### config.mk
export PLATFORM = sky130hd
export DESIGN_NAME = spi_byte_master
export DESIGN_NICKNAME = d
export VERILOG_FILES = /design/src/rtl/spi_pkg.sv /design/src/rtl/spi_edge_gen.sv /design/src/rtl/spi_byte_master.sv
export SDC_FILE = /design/constraint.sdc
export NUM_CORES = 1
export LEC_CHECK = 0
export BUFFER_PORTS_ARGS = -buffer_cell sky130_fd_sc_hd__buf_4
export CAP_MARGIN = 40
export CORE_MARGIN = 2
export CORE_UTILIZATION = 45
export CTS_BUF_LIST = sky130_fd_sc_hd__clkbuf_8
export DETAILED_ROUTE_END_ITERATION = 12
export PLACE_DENSITY = 0.68
export SLEW_MARGIN = 20
export SYNTH_ARGS = -nofsm -noshare
export SYNTH_HDL_FRONTEND = slang
export SYNTH_SLANG_ARGS = --single-unit
### constraint.sdc
create_clock -name clk -period 1.9 [get_ports clk]
set_input_delay 0.095 -clock clk [delete_from_list [all_inputs] [get_ports clk]]
set_output_delay 0.095 -clock clk [all_outputs]
set_load 0.03 [all_outputs]
### src/rtl/spi_pkg.sv
// Shared constants and state encoding for the byte-wide SPI master.
package spi_pkg;

    localparam int SPI_MODE0 = 0;
    localparam int SPI_MODE1 = 1;
    localparam int SPI_MODE2 = 2;
    localparam int SPI_MODE3 = 3;

    localparam int EDGE_W = 5;

    typedef enum logic [1:0] {
        ST_IDLE  = 2'd0,
        ST_SHIFT = 2'd1,
        ST_DONE  = 2'd2
    } spi_state_e;

endpackage

### src/rtl/spi_edge_gen.sv
// SCLK divider and edge counter: toggles sclk every CLKS_PER_HALF_BIT cycles
// while running and flags leading, trailing and final (16th) edges.
module spi_edge_gen
    import spi_pkg::*;
#(
    parameter logic CPOL              = 1'b0,
    parameter int   CLKS_PER_HALF_BIT = 2
) (
    input  logic clk,
    input  logic rst,
    input  logic clear,
    input  logic run,
    output logic sclk,
    output logic lead_pulse,
    output logic trail_pulse,
    output logic last_edge
);

    localparam int DIV_W = $clog2(CLKS_PER_HALF_BIT);

    logic [DIV_W-1:0]  div_q, div_d;
    logic [EDGE_W-1:0] edge_q, edge_d;
    logic              sclk_q, sclk_d;
    logic              tick;

    always_comb begin
        tick   = run && (div_q == DIV_W'(CLKS_PER_HALF_BIT - 1));
        div_d  = div_q;
        edge_d = edge_q;
        sclk_d = sclk_q;
        if (clear) begin
            div_d  = '0;
            edge_d = '0;
            sclk_d = CPOL;
        end else if (tick) begin
            div_d  = '0;
            edge_d = edge_q + 1'b1;
            sclk_d = ~sclk_q;
        end else if (run) begin
            div_d  = div_q + 1'b1;
        end
    end

    always_ff @(posedge clk) begin
        if (rst) begin
            div_q  <= '0;
            edge_q <= '0;
            sclk_q <= CPOL;
        end else begin
            div_q  <= div_d;
            edge_q <= edge_d;
            sclk_q <= sclk_d;
        end
    end

    // The edge about to be produced is edge_q+1: odd numbers are leading.
    assign lead_pulse  = tick && !edge_q[0];
    assign trail_pulse = tick &&  edge_q[0];
    assign last_edge   = tick && (edge_q == EDGE_W'(15));
    assign sclk        = sclk_q;

endmodule

### src/rtl/spi_byte_master.sv
// Single-byte SPI master: accepts a byte on the spitx handshake, shifts it
// out MSB-first on mosi while sampling miso, and returns the received byte.
module spi_byte_master
    import spi_pkg::*;
#(
    parameter int SPI_MODE          = SPI_MODE0,
    parameter int CLKS_PER_HALF_BIT = 2
) (
    input  logic       clk,
    input  logic       rst,
    input  logic [7:0] spitx,
    input  logic       spitxdv,
    output logic       spitxready,
    output logic [7:0] spirx,
    output logic       spirxdv,
    output logic       sclk,
    output logic       mosi,
    input  logic       miso
);

    localparam logic CPOL = SPI_MODE[1];
    localparam logic CPHA = SPI_MODE[0];

    spi_state_e state_q, state_d;
    logic [7:0] tx_sr_q, tx_sr_d;
    logic [7:0] rx_sr_q, rx_sr_d;
    logic [7:0] spirx_q, spirx_d;
    logic       mosi_q, mosi_d;
    logic       accept, shift_en;
    logic       lead_pulse, trail_pulse, last_edge;
    logic       drive_pulse, sample_pulse;

    spi_edge_gen #(
        .CPOL              (CPOL),
        .CLKS_PER_HALF_BIT (CLKS_PER_HALF_BIT)
    ) u_edge_gen (
        .clk         (clk),
        .rst         (rst),
        .clear       (accept),
        .run         (shift_en),
        .sclk        (sclk),
        .lead_pulse  (lead_pulse),
        .trail_pulse (trail_pulse),
        .last_edge   (last_edge)
    );

    always_ff @(posedge clk) begin
        if (rst) state_q <= ST_IDLE;
        else     state_q <= state_d;
    end

    always_comb begin
        state_d = state_q;
        unique case (state_q)
            ST_IDLE:  if (spitxdv)   state_d = ST_SHIFT;
            ST_SHIFT: if (last_edge) state_d = ST_DONE;
            ST_DONE:  state_d = spitxdv ? ST_SHIFT : ST_IDLE;
            default:  state_d = ST_IDLE;
        endcase
    end

    always_comb begin
        spitxready = (state_q == ST_IDLE) || (state_q == ST_DONE);
        spirxdv    = (state_q == ST_DONE);
        shift_en   = (state_q == ST_SHIFT);
    end

    assign accept       = spitxdv && spitxready;
    assign drive_pulse  = CPHA ? lead_pulse  : trail_pulse;
    assign sample_pulse = CPHA ? trail_pulse : lead_pulse;

    // With CPHA=0 bit 7 goes out at accept, so the register is pre-shifted
    // and every later drive simply takes tx_sr_q[7].
    always_comb begin
        tx_sr_d = tx_sr_q;
        rx_sr_d = rx_sr_q;
        spirx_d = spirx_q;
        mosi_d  = mosi_q;
        if (accept) begin
            rx_sr_d = '0;
            if (CPHA) begin
                tx_sr_d = spitx;
            end else begin
                mosi_d  = spitx[7];
                tx_sr_d = {spitx[6:0], 1'b0};
            end
        end else begin
            if (drive_pulse && !last_edge) begin
                mosi_d  = tx_sr_q[7];
                tx_sr_d = {tx_sr_q[6:0], 1'b0};
            end
            if (sample_pulse) rx_sr_d = {rx_sr_q[6:0], miso};
            if (last_edge)    spirx_d = rx_sr_d;
        end
    end

    always_ff @(posedge clk) begin
        if (rst) begin
            tx_sr_q <= '0;
            rx_sr_q <= '0;
            spirx_q <= '0;
            mosi_q  <= 1'b0;
        end else begin
            tx_sr_q <= tx_sr_d;
            rx_sr_q <= rx_sr_d;
            spirx_q <= spirx_d;
            mosi_q  <= mosi_d;
        end
    end

    assign spirx = spirx_q;
    assign mosi  = mosi_q;

endmodule

# Word-level counts from Yosys, hierarchy flattened
# Cells that the tools add are included.
# W data, S select, Z words.
# classes
n_addsub	2
n_eq_ne	5
n_mux	9
bitwise_logic	2
n_reduce_logical	15
# op_table
op	n
$mux W8	3
$logic_and A1 B1 Y1	6
$pmux W2 S3	1
$add A5 B1 Y5 const B	1
$eq A5 B4 Y1 const B	1
$mux W2	2
$ne A2 B2 Y1 const B	2
$reduce_and A2 Y1	2
$mux W1	3
$reduce_or A3 Y1	1
$eq A2 B1 Y1 const B	1
$eq A2 B2 Y1 const B	1
$logic_not A1 Y1	2
$logic_not A2 Y1	1
$not A1 Y1	2
$reduce_bool A2 Y1	1
$reduce_or A2 Y1	1
$add A1 B1 Y1 const B	1
$logic_or A1 B1 Y1	1
# totals
reg_bits	33
input_bits	12
output_inout_bits	12

# Longest topological paths before layout
# Gate-level depths: netlist of the first run.
# logic_depth
ltp_word	7
ltp_mapped	7
mapped_depth_nobuf	6

# By module
# Synthesis of the first run repeated with hierarchy kept, for this count alone.
# hier_totals
cells_unflattened	149
hier_area_um2	1478.9
# by_module_without_submodules
mod	instances	cells_per_inst	area_per_inst_um2	seq_area_each_um2
spi_byte_master	1	112	1129.8	520.5
spi_edge_gen	1	37	349.1	140.1

# Worst setup path before layout of the first run
# OpenSTA, ideal clock, no wires.
# synth_path
path_type	register to register
start	register u_edge_gen.edge_q[0]
end	register spirx_q[0], in the netlist spirx[0]
setup_ns	0.086
t_arrival_ns	1.534
required_time_ns	1.814
slack_ns	0.281
stages_incl_launch_ff	8
synth_period_minus_slack_ns	1.619
path_cell_list	dfxtp_1 > ha_1 > and3_1 > ha_1 > and4b_1 > buf_2 > buf_6 > a211oi_1
# synth_via
elab_chain_cells	3
# synth_rtl
item	line	source
start: declaration	spi_edge_gen.sv:22	logic [EDGE_W-1:0] edge_q, edge_d;
start signal: assignment	spi_edge_gen.sv:51	edge_q <= edge_d;
$eq A5 B4 Y1 or $logic_not A1 Y1 (tied branches)	spi_edge_gen.sv:59, spi_edge_gen.sv:57	
$logic_and A1 B1 Y1 (on tied branches)	spi_edge_gen.sv:59, spi_edge_gen.sv:57	
$reduce_and A2 Y1 (no line) or $mux W8 (tied branches)	--	
end signal: assignment	spi_byte_master.sv:106	spirx_q <= spirx_d;
end: declaration	spi_byte_master.sv:27	logic [7:0] spirx_q, spirx_d;
# Parallel ways exist; a longest one is shown, timed or not.
# A chain may end at the register's enable or synchronous reset.

# Worst setup path in the final report of the first run
# layout_path
start	register u_edge_gen.edge_q[1]
end	register tx_sr_q[4]
# layout_via
elab_chain_cells	5
# layout_rtl
item	line	source
$eq A5 B4 Y1	spi_edge_gen.sv:59	assign last_edge = tick && (edge_q == EDGE_W'(15));
$logic_and A1 B1 Y1	spi_edge_gen.sv:59	
$logic_not A1 Y1	spi_byte_master.sv:88	if (drive_pulse && !last_edge) begin
$logic_and A1 B1 Y1	spi_byte_master.sv:88	
$reduce_bool A2 Y1 (no line)	--	
end signal: assignment	spi_byte_master.sv:104	tx_sr_q <= tx_sr_d;
end: declaration	spi_byte_master.sv:25	logic [7:0] tx_sr_q, tx_sr_d;
# Every way passes these cells.

==> results by group, run 1 <==
Status
  • Status: completed

CTS
  • CTS tree: done
  • Clk slew on worst S/H paths: 70 ps
  • Clock root buffer: clkbuf_8
  • Clock Tree Buf Depth: 2
  • CTS Hold Buffers Added: 0
  • Sink Count: 33
  • Clk_lat worst skew: 280 ps
  • H-tree lvl count: 2
  • Num CTS Buffers: 5

Logic synthesis
  • Number of unique standard cell types used by synthesis: 31
  • Synth async-reset ratio: 0
  • Post-Synthesis Cells: 163
  • Post-Syn Area: between 0.001 and 0.0015 sq mm
  • EDFF count, synth: 0
  • Top FF cell, synth: dfxtp_1
  • Synth warnings: 0
  • FF+latch count, synth: 33
  • Syn avg cell area: 8.86 sq um
  • Syn nets: 177
  • Post-synthesis sequential area ratio: 0.458

Timing
  • Final hold vios: 0
  • Final setup viols: 0
  • Period utilisation layout: 0.879
  • Final setup TNS: 0 ps
  • Final worst path period need: 1670 ps
  • Clock skew: about 6.0 ps
  • Worst-margin pin slew: 451 ps
  • RSZ-0062 raised after global routing: no
  • Fmax: approximately 0.60 GHz
  • Relative slew slack: 0.699
  • Fin worst setup slack: 229 ps
  • Slew Limit Fails: 0

Drt
  • Drt drc: 0
  • Iter 0 DRT Violations: 48
  • WL final: 2.72 mm
  • Vias: 1187
  • Pre-antenna DRT Iters: 4
  • WL/cell: 11.9 um
  • Post-route ant nets: 0
  • DR vias/cell: between 5 and 6

Die
  • Row count: 20
  • Initial core utilization: 0.473
  • Die ar.: 0.00368 sq mm
  • Core box area: 0.00305 sq mm
  • Die X: 60.6 um
  • Height of the chip: a little over 60 um
  • Ports: 24

Placed design
  • DP HPWL: 1.91 mm
  • Routability cong.: roughly 0.74
  • Post-Place Worst Slack: 121 ps
  • Count of input and output buffers: 23

Worst setup path
  • Critical register-to-register path startpoint: u_edge_gen.edge_q[1]
  • Reg2reg setup slack: 230 ps
  • Worst setup startpoint: u_edge_gen.edge_q[1]
  • Element type at the critical path end: flop
  • Crit path max fanout: 7
  • Worst EP arrival: 1860 ps
  • R2R cell count: 6
  • CP Launch Type: flop
  • Worst endpoint required time: roughly 2100 ps
  • CP Class: flop to flop
  • Worst reg2reg path endpoint: tx_sr_q[4]
  • CP Capture Point: tx_sr_q[4]

Flow run
  • Max Cap Viol: 0

Global route
  • Grt ovf: 0
  • Global-route wire length before repair: 4.45 mm
  • Vias in the first global route: 993
  • Initial antenna violation count: 0
  • Largest net degree at the start of global routing: 20
  • Tot GR Track Use: 0.164

Final layout
  • Layout area overhead: 21.1%
  • Nets: 198
  • Commonest cells after routing, fill and taps aside: dfxtp_1 (33), buf_4 (27), nand2_1 (20)
  • # fillers: 287
  • Commonest non-fill, non-tap cell in the layout: dfxtp_1
  • Share of cells above drive strength 1: 0.205
  • Antenna fix cells: 0
  • Multi-input gate area: 686 sq um
  • Seq. cell area: 661 sq um

Min path
  • Hold WC Path Type: input pin to flop

Power
  • PD cells: between 900 and 1000 mW/mm^2
  • Worst VDD drop: around 0.00054 V
  • Static leakage: 0.613 nW
[logic make-up (layout without fill, tap and decap cells)]
kind of cell / count (synthesis) / after routing / synth area share
xor+xnor: 1 / 1 / 0.00607
simple gates: 62 / 62 / 0.211
fa+ha+maj: 2 / 2 / 0.0173
flops: 33 / 33 / 0.458
buf+inv: 16 / 38 / 0.0693
compound gates: 41 / 41 / 0.183
mux: 8 / 8 / 0.0555
[how the worst min path moves through the flow]
stage / start / end / slack (ps) / cells after the start
floorplan: miso / rx_sr_q[0] / 230 / 2
global placement: miso / rx_sr_q[0] / 360 / 3
detailed placement: miso / rx_sr_q[0] / 360 / 3
CTS: miso / rx_sr_q[0] / 60 / 3
global route: miso / rx_sr_q[0] / 80 / 3
finish: miso / rx_sr_q[0] / 70 / 3
[state kept, by name (all words and copies together) (netlist names)]
name	count
tx_sr_q	7
u_edge_gen.sclk	1
state_q	2
spirx	8
u_edge_gen.edge_q	5
mosi	1
u_edge_gen.div_q	1
rx_sr_q	8
[cell usage after synthesis, types with 2 or more instances]
cell type | count | area share
a211oi_1 | 9 | 0.047
a21oi_1 | 14 | 0.049
a311oi_1 | 7 | 0.042
buf_2 | 5 | 0.017
buf_6 | 4 | 0.031
clkbuf_1 | 3 | 0.0078
dfxtp_1 | 33 | 0.46
ha_1 | 2 | 0.017
inv_1 | 3 | 0.0078
mux2i_1 | 8 | 0.055
nand2_1 | 20 | 0.052
nand2b_1 | 2 | 0.0087
nand3_1 | 9 | 0.031
nor2_1 | 17 | 0.044
nor2b_1 | 2 | 0.0087
o21ai_0 | 9 | 0.031
or3_1 | 2 | 0.0087
[metal layers]
layer	vias to the layer above	track usage	share of wire
met5	-	0	0
met3	5	0.0576	0.058
met4	0	0.0745	0.018
li1	614	-	-
met1	540	0.211	0.48
met2	28	0.247	0.44
[cell type report]
type	count	area share
multi-input combinational	114	0.392
clock buffer	5	0.0393
clock inverter	3	0.0372
timing repair buffer	27	0.116
inverter	3	0.00644
sequential	33	0.378
tap	44	0.0315
[power by group]
group          switching [mW]  leakage [nW]  internal (mW)
Sequential             0.0131         0.268          0.710
Clock                   0.256        0.0681          0.521
Combinational          0.0551         0.276         0.0443
[metrics by stage]
stage,util,instance area [sq um],total power [mW],cells,hold WS [ps]
global route,0.573,1750,1.65,229,83.4
detailed placement,0.528,1610,0.838,221,364
CTS,0.572,1750,1.61,229,64.6
global placement,0.528,1610,0.835,221,361
floorplan,-,1440,0.806,163,231
finish,0.573,1750,1.60,229,65.2
[critical path, cell delays in order, from the launching register on]
cell      delay [ps]
dfxtp_1          330
ha_1             200
and3_1           180
ha_1             210
nor2b_2          260
nand3_1          110
a311oi_1         300
[what timing repair did]
| item | CTS | global route |
|---|---|---|
| resized for setup | 0 | 1 |
| buffers inserted | 0 | 0 |
| setup endpoints to repair | 0 | 6 |
Note: power is estimated with default switching activity, not from simulation.
==> run 2: changes to the inputs <==
Settings changed: REMOVE_ABC_BUFFERS set to 1.
==> results by group, run 2 (synthesized netlist as in run 1, its figures left out) <==
Final layout
  • Share of cells above drive strength 1: 0.196
  • Layout area overhead: 17.9%
  • Non-Filler Instances: 228
  • Antenna fix cells: 0
  • Nets: between 150 and 200
  • Commonest non-fill, non-tap cell in the layout: dfxtp_1
  • Commonest cells after routing, fill and taps aside: dfxtp_1 (33), buf_4 (27), nand2_1 (20)

CTS
  • Clock Tree Buf Depth: 2
  • Num CTS Buffers: 5
  • H-tree lvl count: 2
  • Sink Count: 33
  • Clk_lat worst skew: 270 ps
  • CTS tree: done
  • Clk slew on worst S/H paths: about 60 ps
  • Clock root buffer: clkbuf_8

Power
  • Power Total: approximately 1.3 mW
  • PD cells: roughly 800 mW/mm^2
  • Worst VDD drop: 0.000299 V
  • Static leakage: ~0.59 nW

Timing
  • Final hold vios: 0
  • Hold WS: 89.2 ps
  • Worst-margin pin slew: 475 ps
  • RSZ-0062 raised after global routing: no
  • Final worst path period need: 1710 ps
  • Fmax: 0.585 GHz
  • Relative slew slack: 0.682
  • Final setup TNS: 0 ps
  • Fin worst setup slack: 190 ps
  • Final setup viols: 0
  • Clock skew: between 3 and 4 ps
  • Period utilisation layout: 0.900
  • Slew Limit Fails: 0

Die
  • Core box area: around 0.0031 sq mm
  • Ports: 24
  • Die X: around 61 um
  • Initial core utilization: 0.473
  • Row count: 20
  • Height of the chip: around 61 um
  • Die ar.: 0.00368 sq mm

Global route
  • Global-route wire length before repair: around 4.7 mm
  • Grt ovf: 0
  • Vias in the first global route: 1116
  • Initial antenna violation count: 0
  • Tot GR Track Use: 0.175
  • Largest net degree at the start of global routing: 20

Placed design
  • Post-Place Worst Slack: about 77 ps
  • DP HPWL: 1.96 mm
  • Count of input and output buffers: 23
  • Routability cong.: between 0.7 and 0.8
  • Placed Instances: 221

Drt
  • Iter 0 DRT Violations: 46
  • Drt drc: 0
  • Post-route ant nets: 0
  • DR vias/cell: 5.15
  • Vias: about 1200
  • Pre-antenna DRT Iters: 4
  • WL/cell: 12.5 um
  • WL final: 2.84 mm

Worst setup path
  • Element type at the critical path end: flop
  • Critical register-to-register path startpoint: u_edge_gen.edge_q[0]
  • Crit path max fanout: 7
  • Worst setup startpoint: u_edge_gen.edge_q[0]
  • CP Launch Type: flop
  • Worst endpoint required time: 2080 ps
  • CP Class: flop to flop
  • Worst EP arrival: 1890 ps

Min path
  • Hold WC Path Type: input pin to flop
  • Hold Path Origin: miso

Status
  • Status: completed

Flow run
  • Max Cap Viol: 0
## run 2: cell types whose count changed in the layout (fill, tap and decap cells not counted)
cell,previous run,this run
clkinv_2,1,0
inv_1,3,4
bufinv_16,2,0
clkbuf_8,5,6
## run 2: area by class of cell
cell class | instances | area (sq um)
repair buffers | 27 | 203
well taps | 44 | 55.1
flip-flops and latches | 33 | 661
multi-input cells | 114 | 686
fillers | 308 | 1350
clock inverters | 1 | 3.75
inverters | 3 | 11.3
clock buffers | 6 | 82.6
## run 2: stage by stage
| stage | util | instance area [sq um] |
|---|---|---|
| 3_5_place_dp | 0.528 | 1610 |
| 4_1_cts | 0.557 | 1700 |
| 6_report | 0.557 | 1700 |
| 2_1_floorplan | - | 1360 |
| 3_3_place_gp | 0.528 | 1610 |
| 5_1_grt | 0.557 | 1700 |
## run 2: path summary, 6_finish.rpt
kind	to	slack [ps]	depth (start not counted)
hold reg to reg	rx_sr_q[7]	460	2
setup reg to reg	tx_sr_q[6]	190	6
hold / removal	rx_sr_q[0]	90	3
setup / recovery	tx_sr_q[6]	190	6
## run 2: layer usage
| layer | GRT usage | routed length (um) |
|---|---|---|
| met1 | 0.220 | 1330 |
| met2 | 0.273 | 1340 |
| met3 | 0.0512 | 132 |
| met4 | 0.0901 | 36 |
| met5 | 0 | 0 |
## run 2: where the power goes
part | switching (mW) | total (mW) | internal, mW
Combinational | 0.0561 | 0.100 | 0.0443
Sequential | 0.0129 | 0.723 | 0.710
Clock | 0.231 | 0.512 | 0.282
## run 2: worst max-delay path, stage by stage, from the launching register on
cell      delay [ps]
dfxtp_1          320
ha_1             200
and3_1           180
ha_1             220
nor2b_2          260
nand3_1          130
a311oi_1         300
## run 2: repair_timing
action	4_1_cts	5_1_grt
gates resized for setup	0	1
setup endpoints to repair	0	3
buffers inserted	0	0
hold buffers	0	0
hold endpoints to repair	0	0
